File: src/rtl/uart_rx_pkg.sv
// rtl/uart_rx_pkg.sv - shared state encoding, oversample constants and parity helper for uart_rx_async
package uart_rx_pkg;

  typedef enum logic [2:0] {
    ST_IDLE,
    ST_START,
    ST_DATA,
    ST_PARITY,
    ST_STOP,
    ST_BRK_WAIT
  } rx_state_e;

  localparam int         OVERSAMPLE  = 16;
  localparam logic [3:0] MID_SAMPLE  = 4'd7;
  localparam logic [3:0] LAST_SAMPLE = 4'(OVERSAMPLE - 1);

  // Even-parity sum of the data bits in use; callers xor in odd_n_even.
  function automatic logic calc_parity(input logic [7:0] data, input logic bit8);
    return bit8 ? ^data : ^data[6:0];
  endfunction

endpackage

File: src/rtl/uart_rx_filter.sv
// rtl/uart_rx_filter.sv - rx synchroniser plus 3-sample majority filter clocked by baud_clock
module uart_rx_filter #(
  parameter int SYNC_STAGES = 2
) (
  input  logic clk,
  input  logic reset,
  input  logic baud_clock,
  input  logic rx,
  output logic frx
);

  logic [SYNC_STAGES-1:0] sync_q, sync_d;
  logic [2:0]             hist_q, hist_d;

  always_comb begin
    sync_d = {sync_q[SYNC_STAGES-2:0], rx};
    hist_d = hist_q;
    if (baud_clock) begin
      hist_d = {hist_q[1:0], sync_q[SYNC_STAGES-1]};
    end
  end

  // Reset to the idle-high line level so a reset never looks like a start edge.
  always_ff @(posedge clk) begin
    if (reset) begin
      sync_q <= '1;
      hist_q <= 3'b111;
    end else begin
      sync_q <= sync_d;
      hist_q <= hist_d;
    end
  end

  assign frx = (hist_q[0] & hist_q[1]) | (hist_q[0] & hist_q[2]) | (hist_q[1] & hist_q[2]);

endmodule

File: src/rtl/uart_rx_async.sv
// rtl/uart_rx_async.sv - 16x oversampling UART receiver with holding register or external FIFO delivery
module uart_rx_async
  import uart_rx_pkg::*;
#(
  parameter int RX_FIFO     = 0,
  parameter int SYNC_STAGES = 2
) (
  input  logic       clk,
  input  logic       reset,
  input  logic       baud_clock,
  input  logic       rx,
  input  logic       bit8,
  input  logic       parity_en,
  input  logic       odd_n_even,
  input  logic       read_rx_byte,
  input  logic       fifo_full,
  output logic [7:0] rx_byte,
  output logic       rx_ready,
  output logic       fifo_write,
  output logic       parity_err,
  output logic       framing_err,
  output logic       overflow,
  output logic       rx_idle
);

  logic frx;

  uart_rx_filter #(
    .SYNC_STAGES(SYNC_STAGES)
  ) u_filter (
    .clk        (clk),
    .reset      (reset),
    .baud_clock (baud_clock),
    .rx         (rx),
    .frx        (frx)
  );

  rx_state_e  state_q, state_d;
  logic [3:0] samp_cnt_q, samp_cnt_d;
  logic [2:0] bit_cnt_q, bit_cnt_d;
  logic [7:0] shift_q, shift_d;
  logic       bit8_q, bit8_d;
  logic       parity_en_q, parity_en_d;
  logic       odd_q, odd_d;
  logic       par_pend_q, par_pend_d;
  logic [7:0] rx_byte_q, rx_byte_d;
  logic       rx_ready_q, rx_ready_d;
  logic       fifo_write_q, fifo_write_d;
  logic       parity_err_q, parity_err_d;
  logic       framing_err_q, framing_err_d;
  logic       overflow_q, overflow_d;

  logic       deliver;
  logic [2:0] data_last;
  logic [7:0] byte_asm;

  // Bits enter at bit 7, so a 7-bit frame sits in [7:1] and needs one more shift.
  assign data_last = bit8_q ? 3'd7 : 3'd6;
  assign byte_asm  = bit8_q ? shift_q : {1'b0, shift_q[7:1]};

  always_comb begin
    state_d       = state_q;
    samp_cnt_d    = samp_cnt_q;
    bit_cnt_d     = bit_cnt_q;
    shift_d       = shift_q;
    bit8_d        = bit8_q;
    parity_en_d   = parity_en_q;
    odd_d         = odd_q;
    par_pend_d    = par_pend_q;
    rx_byte_d     = rx_byte_q;
    rx_ready_d    = rx_ready_q;
    fifo_write_d  = 1'b0;
    parity_err_d  = parity_err_q;
    framing_err_d = framing_err_q;
    overflow_d    = overflow_q;
    deliver       = 1'b0;

    if (read_rx_byte) begin
      rx_ready_d    = 1'b0;
      parity_err_d  = 1'b0;
      framing_err_d = 1'b0;
      overflow_d    = 1'b0;
    end

    if (baud_clock) begin
      case (state_q)
        ST_IDLE: begin
          if (!frx) begin
            state_d    = ST_START;
            samp_cnt_d = 4'd0;
          end
        end
        ST_START: begin
          samp_cnt_d = samp_cnt_q + 4'd1;
          if (samp_cnt_q == MID_SAMPLE) begin
            samp_cnt_d = 4'd0;
            if (frx) begin
              state_d = ST_IDLE;
            end else begin
              state_d     = ST_DATA;
              bit_cnt_d   = 3'd0;
              bit8_d      = bit8;
              parity_en_d = parity_en;
              odd_d       = odd_n_even;
              par_pend_d  = 1'b0;
            end
          end
        end
        ST_DATA: begin
          samp_cnt_d = samp_cnt_q + 4'd1;
          if (samp_cnt_q == LAST_SAMPLE) begin
            shift_d = {frx, shift_q[7:1]};
            if (bit_cnt_q == data_last) begin
              state_d = parity_en_q ? ST_PARITY : ST_STOP;
            end else begin
              bit_cnt_d = bit_cnt_q + 3'd1;
            end
          end
        end
        ST_PARITY: begin
          samp_cnt_d = samp_cnt_q + 4'd1;
          if (samp_cnt_q == LAST_SAMPLE) begin
            par_pend_d = frx ^ calc_parity(byte_asm, bit8_q) ^ odd_q;
            state_d    = ST_STOP;
          end
        end
        ST_STOP: begin
          samp_cnt_d = samp_cnt_q + 4'd1;
          if (samp_cnt_q == LAST_SAMPLE) begin
            deliver = 1'b1;
            state_d = frx ? ST_IDLE : ST_BRK_WAIT;
          end
        end
        ST_BRK_WAIT: begin
          if (frx) begin
            state_d = ST_IDLE;
          end
        end
        default: state_d = ST_IDLE;
      endcase
    end

    // Delivery is evaluated after the clear so a same-cycle load or overflow wins.
    if (deliver) begin
      if (RX_FIFO == 0) begin
        if (!rx_ready_q || read_rx_byte) begin
          rx_byte_d     = byte_asm;
          parity_err_d  = par_pend_q;
          framing_err_d = ~frx;
          rx_ready_d    = 1'b1;
        end else begin
          overflow_d = 1'b1;
        end
      end else begin
        if (!fifo_full) begin
          rx_byte_d     = byte_asm;
          parity_err_d  = par_pend_q;
          framing_err_d = ~frx;
          fifo_write_d  = 1'b1;
        end else begin
          overflow_d = 1'b1;
        end
      end
    end
  end

  always_ff @(posedge clk) begin
    if (reset) begin
      state_q       <= ST_IDLE;
      samp_cnt_q    <= 4'd0;
      bit_cnt_q     <= 3'd0;
      shift_q       <= 8'h00;
      bit8_q        <= 1'b0;
      parity_en_q   <= 1'b0;
      odd_q         <= 1'b0;
      par_pend_q    <= 1'b0;
      rx_byte_q     <= 8'h00;
      rx_ready_q    <= 1'b0;
      fifo_write_q  <= 1'b0;
      parity_err_q  <= 1'b0;
      framing_err_q <= 1'b0;
      overflow_q    <= 1'b0;
    end else begin
      state_q       <= state_d;
      samp_cnt_q    <= samp_cnt_d;
      bit_cnt_q     <= bit_cnt_d;
      shift_q       <= shift_d;
      bit8_q        <= bit8_d;
      parity_en_q   <= parity_en_d;
      odd_q         <= odd_d;
      par_pend_q    <= par_pend_d;
      rx_byte_q     <= rx_byte_d;
      rx_ready_q    <= rx_ready_d;
      fifo_write_q  <= fifo_write_d;
      parity_err_q  <= parity_err_d;
      framing_err_q <= framing_err_d;
      overflow_q    <= overflow_d;
    end
  end

  assign rx_byte     = rx_byte_q;
  assign rx_ready    = rx_ready_q;
  assign fifo_write  = fifo_write_q;
  assign parity_err  = parity_err_q;
  assign framing_err = framing_err_q;
  assign overflow    = overflow_q;
  assign rx_idle     = (state_q == ST_IDLE);

endmodule

File: config.mk
export PLATFORM = sky130hd
export DESIGN_NAME = uart_rx_async
export DESIGN_NICKNAME = d
export VERILOG_FILES = /design/src/rtl/uart_rx_pkg.sv /design/src/rtl/uart_rx_filter.sv /design/src/rtl/uart_rx_async.sv
export SDC_FILE = /design/constraint.sdc
export NUM_CORES = 1
export LEC_CHECK = 0
export ABC_AREA = 1
export BUFFER_PORTS_ARGS = -buffer_cell sky130_fd_sc_hd__buf_2
export CAP_MARGIN = 40
export CORE_UTILIZATION = 56
export DETAILED_ROUTE_END_ITERATION = 16
export PLACE_DENSITY = 0.78
export RECOVER_POWER = 50
export SETUP_SLACK_MARGIN = 0.1
export SLEW_MARGIN = 10
export SYNTH_ARGS = -nofsm -noshare
export SYNTH_HDL_FRONTEND = slang
export SYNTH_SLANG_ARGS = --single-unit
File: constraint.sdc
create_clock -name clk -period 2.65 [get_ports clk]
set_input_delay 0.1325 -clock clk [delete_from_list [all_inputs] [get_ports clk]]
set_output_delay 0.1325 -clock clk [all_outputs]
set_load 0.05 [all_outputs]
==> results summary, run 1 <==
Summed over all instances, the cell type with the most area after synthesis is dfxtp_1. TritonCTS built the clock tree. The final wirelength is 3.835 mm. The buffer levels on the longest clock path is 2. The I/O pin count came out at 23. The ratio of total power to cell area came out at 491.4 nW/µm². The fraction of final layout cells with drive strength greater than 1 came out at 11.56%. The wire length on met3 came out at 241 µm. Across the VDD grid, the largest voltage drop is 354.4 µV. In this run the number of H-tree levels came out at 2. The via count of the routed design is 1827. The highest metal layer carrying signal wires in the routed design is met4.

The share of power burned in the clock network came out at 27.0%. By count the netlist is led by nand2_1, dfxtp_1, inv_1. The number of hold violations in the final report came out at 0. The total area inside the core boundary comes to 3390 µm². The die covers 3862 µm². The mapped cell area came out at 2026 µm². The number of standard cells in the final layout excluding fillers came out at 366. The iteration-0 DRC count of the detailed router came out at 103. The average instance in the mapped netlist occupies 6.798 µm². The most frequent cell after synthesis is nand2_1. The most frequently used flop master after synthesis is dfxtp_1. The share of total power in sequential cells came out at 58.2%. The count of nets left with antenna violations once routing finished came out at 0. Internal power comes to 0.7498 mW. The flop and latch count out of synthesis is 39. The placed wire-length estimate came out at 2.834 mm. The height of the die came out at 62.15 µm.

The hold buffer count at cts came out at 1. The startpoint class of the critical path is a register. Relative to the synthesized area, the layout overhead comes to 6.362%.

The floorplan step set the die width to 62.15 µm. The weighted congestion at the end of routability-driven global placement is 0.8386. The critical-path maximum fanout is 11.

The wire length of the first global-routing pass came out at 6.789 mm. Measured on the finished design, the core utilization comes to 63.57%. The quantity of I/O buffers inserted on ports came out at 20. The maximum achievable frequency came out at 495.1 MHz. The post-detailed-route DRC marker count is 0. The count of final max-slew check failures came out at 0. The total CTS buffers came out at 5.

The sequential share of the synthesized area is 38.54%. The post-CTS clock slew at the launch and capture registers of the worst setup and hold paths came out at 0.11 ns. The number of global-route vias before repair was 1562. At the worst endpoint, the required time is 2.89 ns.

The type of the most critical hold path is in -> reg. At the later pin of the worst-skew pair, clock insertion delay measures 0.34 ns. The first detailed-routing pass ran for 4 iterations. The slew of the pin with the lowest slew margin came out at 0.6290 ns.

The pin count of the biggest net entering global routing is 22. Between clock sinks in the finished design, the worst skew comes to 0.008696 ns. The number of placement rows came out at 21.

The average wire per cell in the routed design came out at 10.48 µm. Gates resized during post-CTS repair numbered 0. The area share of the largest cell type after synthesis came out at 38.54%. The post-CTS repair timing setup buffer count is 0.

The met2 layer wire length in the routed design is 1.603 mm. The Yosys step of the flow raised 0 warnings. The final layout contains 330 nets. The length of routed wiring on met1 came out at 1.936 mm. Summed over all layers, the global routing overflow is 0. The number of diodes came out at 0. The leakage power came out at 0.9609 nW. The count of endpoints failing setup in the final report came out at 0. The synthesized design contains 0 enable-type register cells. The switching power share of the total came out at 29.19%.

The run finished with clean final reports. The combinational share of power is 14.8%. The sort of element at the end of the critical path is a register. The max-cap violation count is 0.

The tree built by TritonCTS fans out to 39 sinks. The portion of the clock cycle consumed by the worst path in the final layout is 76.23%. After routing, the total negative slack on setup checks comes to 0 ns. The initial antenna violation count came out at 0. The worst pin sits at a relative slew slack of 58.07%.

The worst endpoint data arrival time is 2.26 ns. The shortest clock period the worst path allows after layout is 2.020 ns. The analysis attributes to net switching a power of 0.3090 mW. The combined global-route utilization of all metal layers is 21.79%. Setup repair after global routing left no endpoint under its margin. After technology mapping, the gate count stands at 298. The critical path in this run is classified as reg -> reg.

After synthesis, the share of flip-flops with an asynchronous set or reset is 0%. In the post-synthesis netlist, the biggest area contributors are dfxtp_1, nand2_1, a21oi_1. The synthesized net count came out at 309. The netlist uses 31 different library cells. The number of placed cells counting well taps came out at 357. The library cell used as clock root buffer is clkbuf_4.

After detailed routing, the number of vias per cell comes to 4.992. The initial utilization of the core area, before any placement, comes to 59.76%.
[cells by family after synthesis]
logic type / Yosys count / share of synthesized area, %
AND/OR/NAND/NOR: 136 / 29.77
XOR/XNOR: 2 / 0.8649
buffers and inverters: 51 / 10.75
flip-flops: 39 / 38.54
AO/OA/AOI/OAI: 67 / 18.65
adder cells (fa/ha/maj): 2 / 1.235
other: 1 / 0.1851
[registers in the layout (all words and copies together) (netlist names)]
register / count
parity_en_q: 1
parity_err: 1
odd_q: 1
overflow: 1
par_pend_q: 1
u_filter.hist_q: 3
state_q: 3
rx_ready: 1
samp_cnt_q: 4
shift_q: 8
rx_byte: 8
framing_err: 1
bit8_q: 1
bit_cnt_q: 3
u_filter.sync_q: 2
[cell usage in the layout, fill, tap and decap left out, types with 7 or more instances in the layout]
cell type / instances
dfxtp_1: 39
clkbuf_1: 16
inv_1: 36
a21oi_1: 30
inv_2: 7
nor2_1: 15
buf_2: 7
o21ai_0: 23
nand3_1: 14
nand2_1: 90
[power by group through the flow]
stage | registers (mW) | logic (mW) | clock network, mW
after floorplan | 0.626 | 0.136 | 0
after global placement | 0.629 | 0.165 | 0
after detailed placement | 0.629 | 0.166 | 0
after CTS | 0.616 | 0.168 | 0.294
after global routing | 0.619 | 0.176 | 0.321
final | 0.616 | 0.157 | 0.286
[area by class of cell]
type,count,area (µm²)
clock inverter,1,5.005
multi-input combinational,208,1007
clock buffer,7,45.04
sequential,39,780.7
fill,328,1235
inverter,43,161.4
tap,46,57.56
timing repair buffer,22,97.59
[stage by stage]
| step | instance area [µm²] | power, mW | worst slack, ns | hold WS [ns] |
|---|---|---|---|---|
| floorplan | 2026 | 0.7624 | 1.198 | 0.2329 |
| global placement | 2135 | 0.7934 | 0.7437 | 0.3186 |
| detailed placement | 2135 | 0.7951 | 0.7119 | 0.3226 |
| CTS | 2195 | 1.078 | 0.6789 | 0.003922 |
| global route | 2155 | 1.115 | 0.3593 | 0.01824 |
| finish | 2155 | 1.059 | 0.6300 | 0.01324 |
[final timing paths]
kind                            from                 end  slack [ns]  cells past startpoint
hold reg to reg   u_filter.sync_q[0]  u_filter.sync_q[1]        0.43                      1
setup / recovery       samp_cnt_q[0]          parity_err        0.63                     10
setup reg to reg       samp_cnt_q[0]          parity_err        0.63                     10
hold / removal             parity_en         parity_en_q        0.01                      3
[per-layer routing]
layer	GRT usage (%)	vias to the layer above
li1	-	984
met4	7.849	0
met2	33.52	55
met1	29.38	781
met5	0	-
met3	5.699	7
[worst max-delay path: stages, from the launching register on]
cell	delay [ns]
dfxtp_1	0.39
ha_1	0.19
nand2_1	0.07
nor2_1	0.13
inv_1	0.11
nor2_1	0.13
nand2_1	0.11
nor2_2	0.36
inv_2	0.17
o21ai_0	0.20
a21oi_1	0.05
Note: power is estimated with default switching activity, not from simulation.
==> run 2: changes to the inputs <==
- CORE_UTILIZATION: 56 -> 52
- PLACE_DENSITY: 0.78 -> 0.76
- clock period: 2.65 -> 1.69 ns (I/O delays scaled with it)
==> results summary, run 2 (synthesis results as in run 1) <==
Derived from the worst setup path, the maximum achievable clock frequency is 643.9 MHz. The buffers plus inverters on the worst setup path came out at 2. Setup repair after global routing could not meet its margin everywhere.

The setup slack after placement came out at 0.04232 ns. The library cell used as clock root buffer is clkbuf_8. The cell with the biggest individual delay on the critical path is dfxtp_2. The number of clock sinks came out at 39. For this run, design rule violations remaining after detail routing come to 0. The signed area change from the synthesized netlist to the final layout is 15.75%. The overall die width came out at 64.42 µm. The number of diodes came out at 0. The placed wire-length estimate came out at 2.916 mm. The final wirelength is 4.125 mm. Clock-pin slew was measured on the worst setup and hold paths at 0.07 ns.

The wire length of the first global-routing pass is 6.762 mm. The portion of the clock cycle consumed by the worst path in the final layout is 91.90%. In this run the worst setup path begins at samp_cnt_q[1].

In this run the most critical hold path is launched from parity_en. The flow ran to the end, and the final reports show no timing, DRC or antenna violations. Setup total negative slack on the finished layout was measured at 0 ns. The slack of the critical path is 0.1369 ns. The longest clock path from root to sink contains 2 buffers. At the end of routability-driven placement, the weighted congestion stood at 0.8056. The effective utilization at floorplan came out at 54.92%. Counting tap cells, the placed design contains a total of 362 instances. The first-pass iteration count of the detailed router came out at 5. The ratio of total power to cell area came out at 794.2 nW/µm². The clock tree from TritonCTS is built. The worst voltage drop across the vdd grid is 476.8 µV. The I/O pin count is 23. The quantity of I/O buffers inserted on ports came out at 20. The post-detailed-route count of antenna-violating nets is 0. In this run, CTS created clock tree buffers numbering 5. The highest cell delay on the worst timing path came out at 0.36 ns. The average wire per cell in the routed design is 10.94 µm. STA classifies the critical path endpoint as a register. The die is 64.42 µm tall.

At the worst endpoint, the required time is 1.87 ns. Across the routed clock network, the largest skew measured is 0.005590 ns. Among cell families on the critical path, the largest total delay comes from simple AND/OR/NAND/NOR gates. The count of final max-slew check failures came out at 0. The core box area came out at 3689 µm².

At the end of the flow, the number of nets in the layout was 339. The critical-path maximum fanout is 5. The leakage power came out at 1.027 nW. Once layout is complete, the cells apart from fillers number 377. The via density per instance came out at 5.045. For this run, the share of the core covered by cells in the final layout is 63.57%. In this run the worst hold path is classified as in -> reg. The setup path with the least slack is of type reg -> reg.

The via count of the routed design came out at 1902. The signal on the critical path passes through ha_4 -> nand2_2 -> nor2_2 -> inv_2 -> nor2_4 -> nand2_2 -> nor2_4 -> clkinvlp_4 -> nand2_1 -> a21oi_1. In the layout the commonest cells are nand2_1, dfxtp_1, inv_1, a21oi_1, o21ai_0. The max-cap violation count came out at 0.

The number of global-route vias before repair is 1555. The slew of the pin with the lowest slew margin is 0.6026 ns. The worst setup path is launched from a register.

The iteration-0 DRC count of the detailed router came out at 121. The initial antenna violation count was 0. The overall die area is 4149 µm². Leaving out fill and tap cells, the most frequent cell in the layout is nand2_1. The combined global-route utilization of all metal layers is 20.97%. The H-tree was split into 2 levels. Measured against its own limit, the worst slew margin works out to 60.00%. The worst endpoint data arrival time came out at 1.73 ns. The shortest clock period the worst path allows after layout is 1.553 ns.

The overall power of the completed layout came out at 1.862 mW. The pin count of the biggest net entering global routing is 21. The number of hold violations in the final report came to 0. The total congestion overflow is 0. The count of endpoints failing setup in the final report came out at 0. In this run the critical register-to-register path is launched from samp_cnt_q[1]. At the later pin of the worst-skew pair, clock insertion delay measures 0.29 ns. The number of placement rows is 22.

Cells with a size suffix above 1 make up 19.15% of the layout.
-- run 2: worst min-delay path, cell delays in order --
cell     delay [ns]
buf_2          0.09
inv_1          0.04
a21oi_1        0.05
-- run 2: what timing repair did --
action                     CTS  global route
setup buffers                4             0
setup endpoints to repair   19            23
gates resized for setup     14            10
pin swaps                    4             6
hold endpoints to repair     1             0
cloned                       2             0
hold buffers                 1             0
-- run 2: final cells by class --
type / count / area (µm²)
Sequential cell: 39 / 787.0
Multi-Input combinational cell: 208 / 1072
Fill cell: 352 / 1344
Inverter: 43 / 161.4
Clock inverter: 1 / 5.005
Timing Repair Buffer: 30 / 175.2
Timing Repair inverter: 1 / 7.507
Clock buffer: 7 / 76.32
Tap cell: 48 / 60.06
-- run 2: worst paths after layout --
kind,slack (ns),end,depth (start not counted)
worst max-delay path,0.14,rx_byte[1],10
worst min-delay path,0.02,parity_en_q,3
worst min register to register,0.42,u_filter.sync_q[1],1
worst max register to register,0.14,rx_byte[1],10
-- run 2: metrics by stage --
step,hold WS (ns),cell area [µm²]
2_1_floorplan,0.1849,2026
3_3_place_gp,0.2719,2160
3_5_place_dp,0.2747,2160
4_1_cts,0.01380,2336
5_1_grt,0.03120,2345
6_report,0.01891,2345
-- run 2: metal layers --
metal	vias up	routed length, µm	GRT usage, %
met5	-	0	0
met4	0	44	9.167
met1	838	2059	28.13
met2	52	1770	32.50
li1	1007	-	-
met3	5	249	4.225
-- run 2: report_power, final --
part / switching [mW] / internal [mW]
clock: 0.313 / 0.289
sequential: 0.0277 / 0.943
combinational: 0.193 / 0.0962
total: 0.533 / 1.33
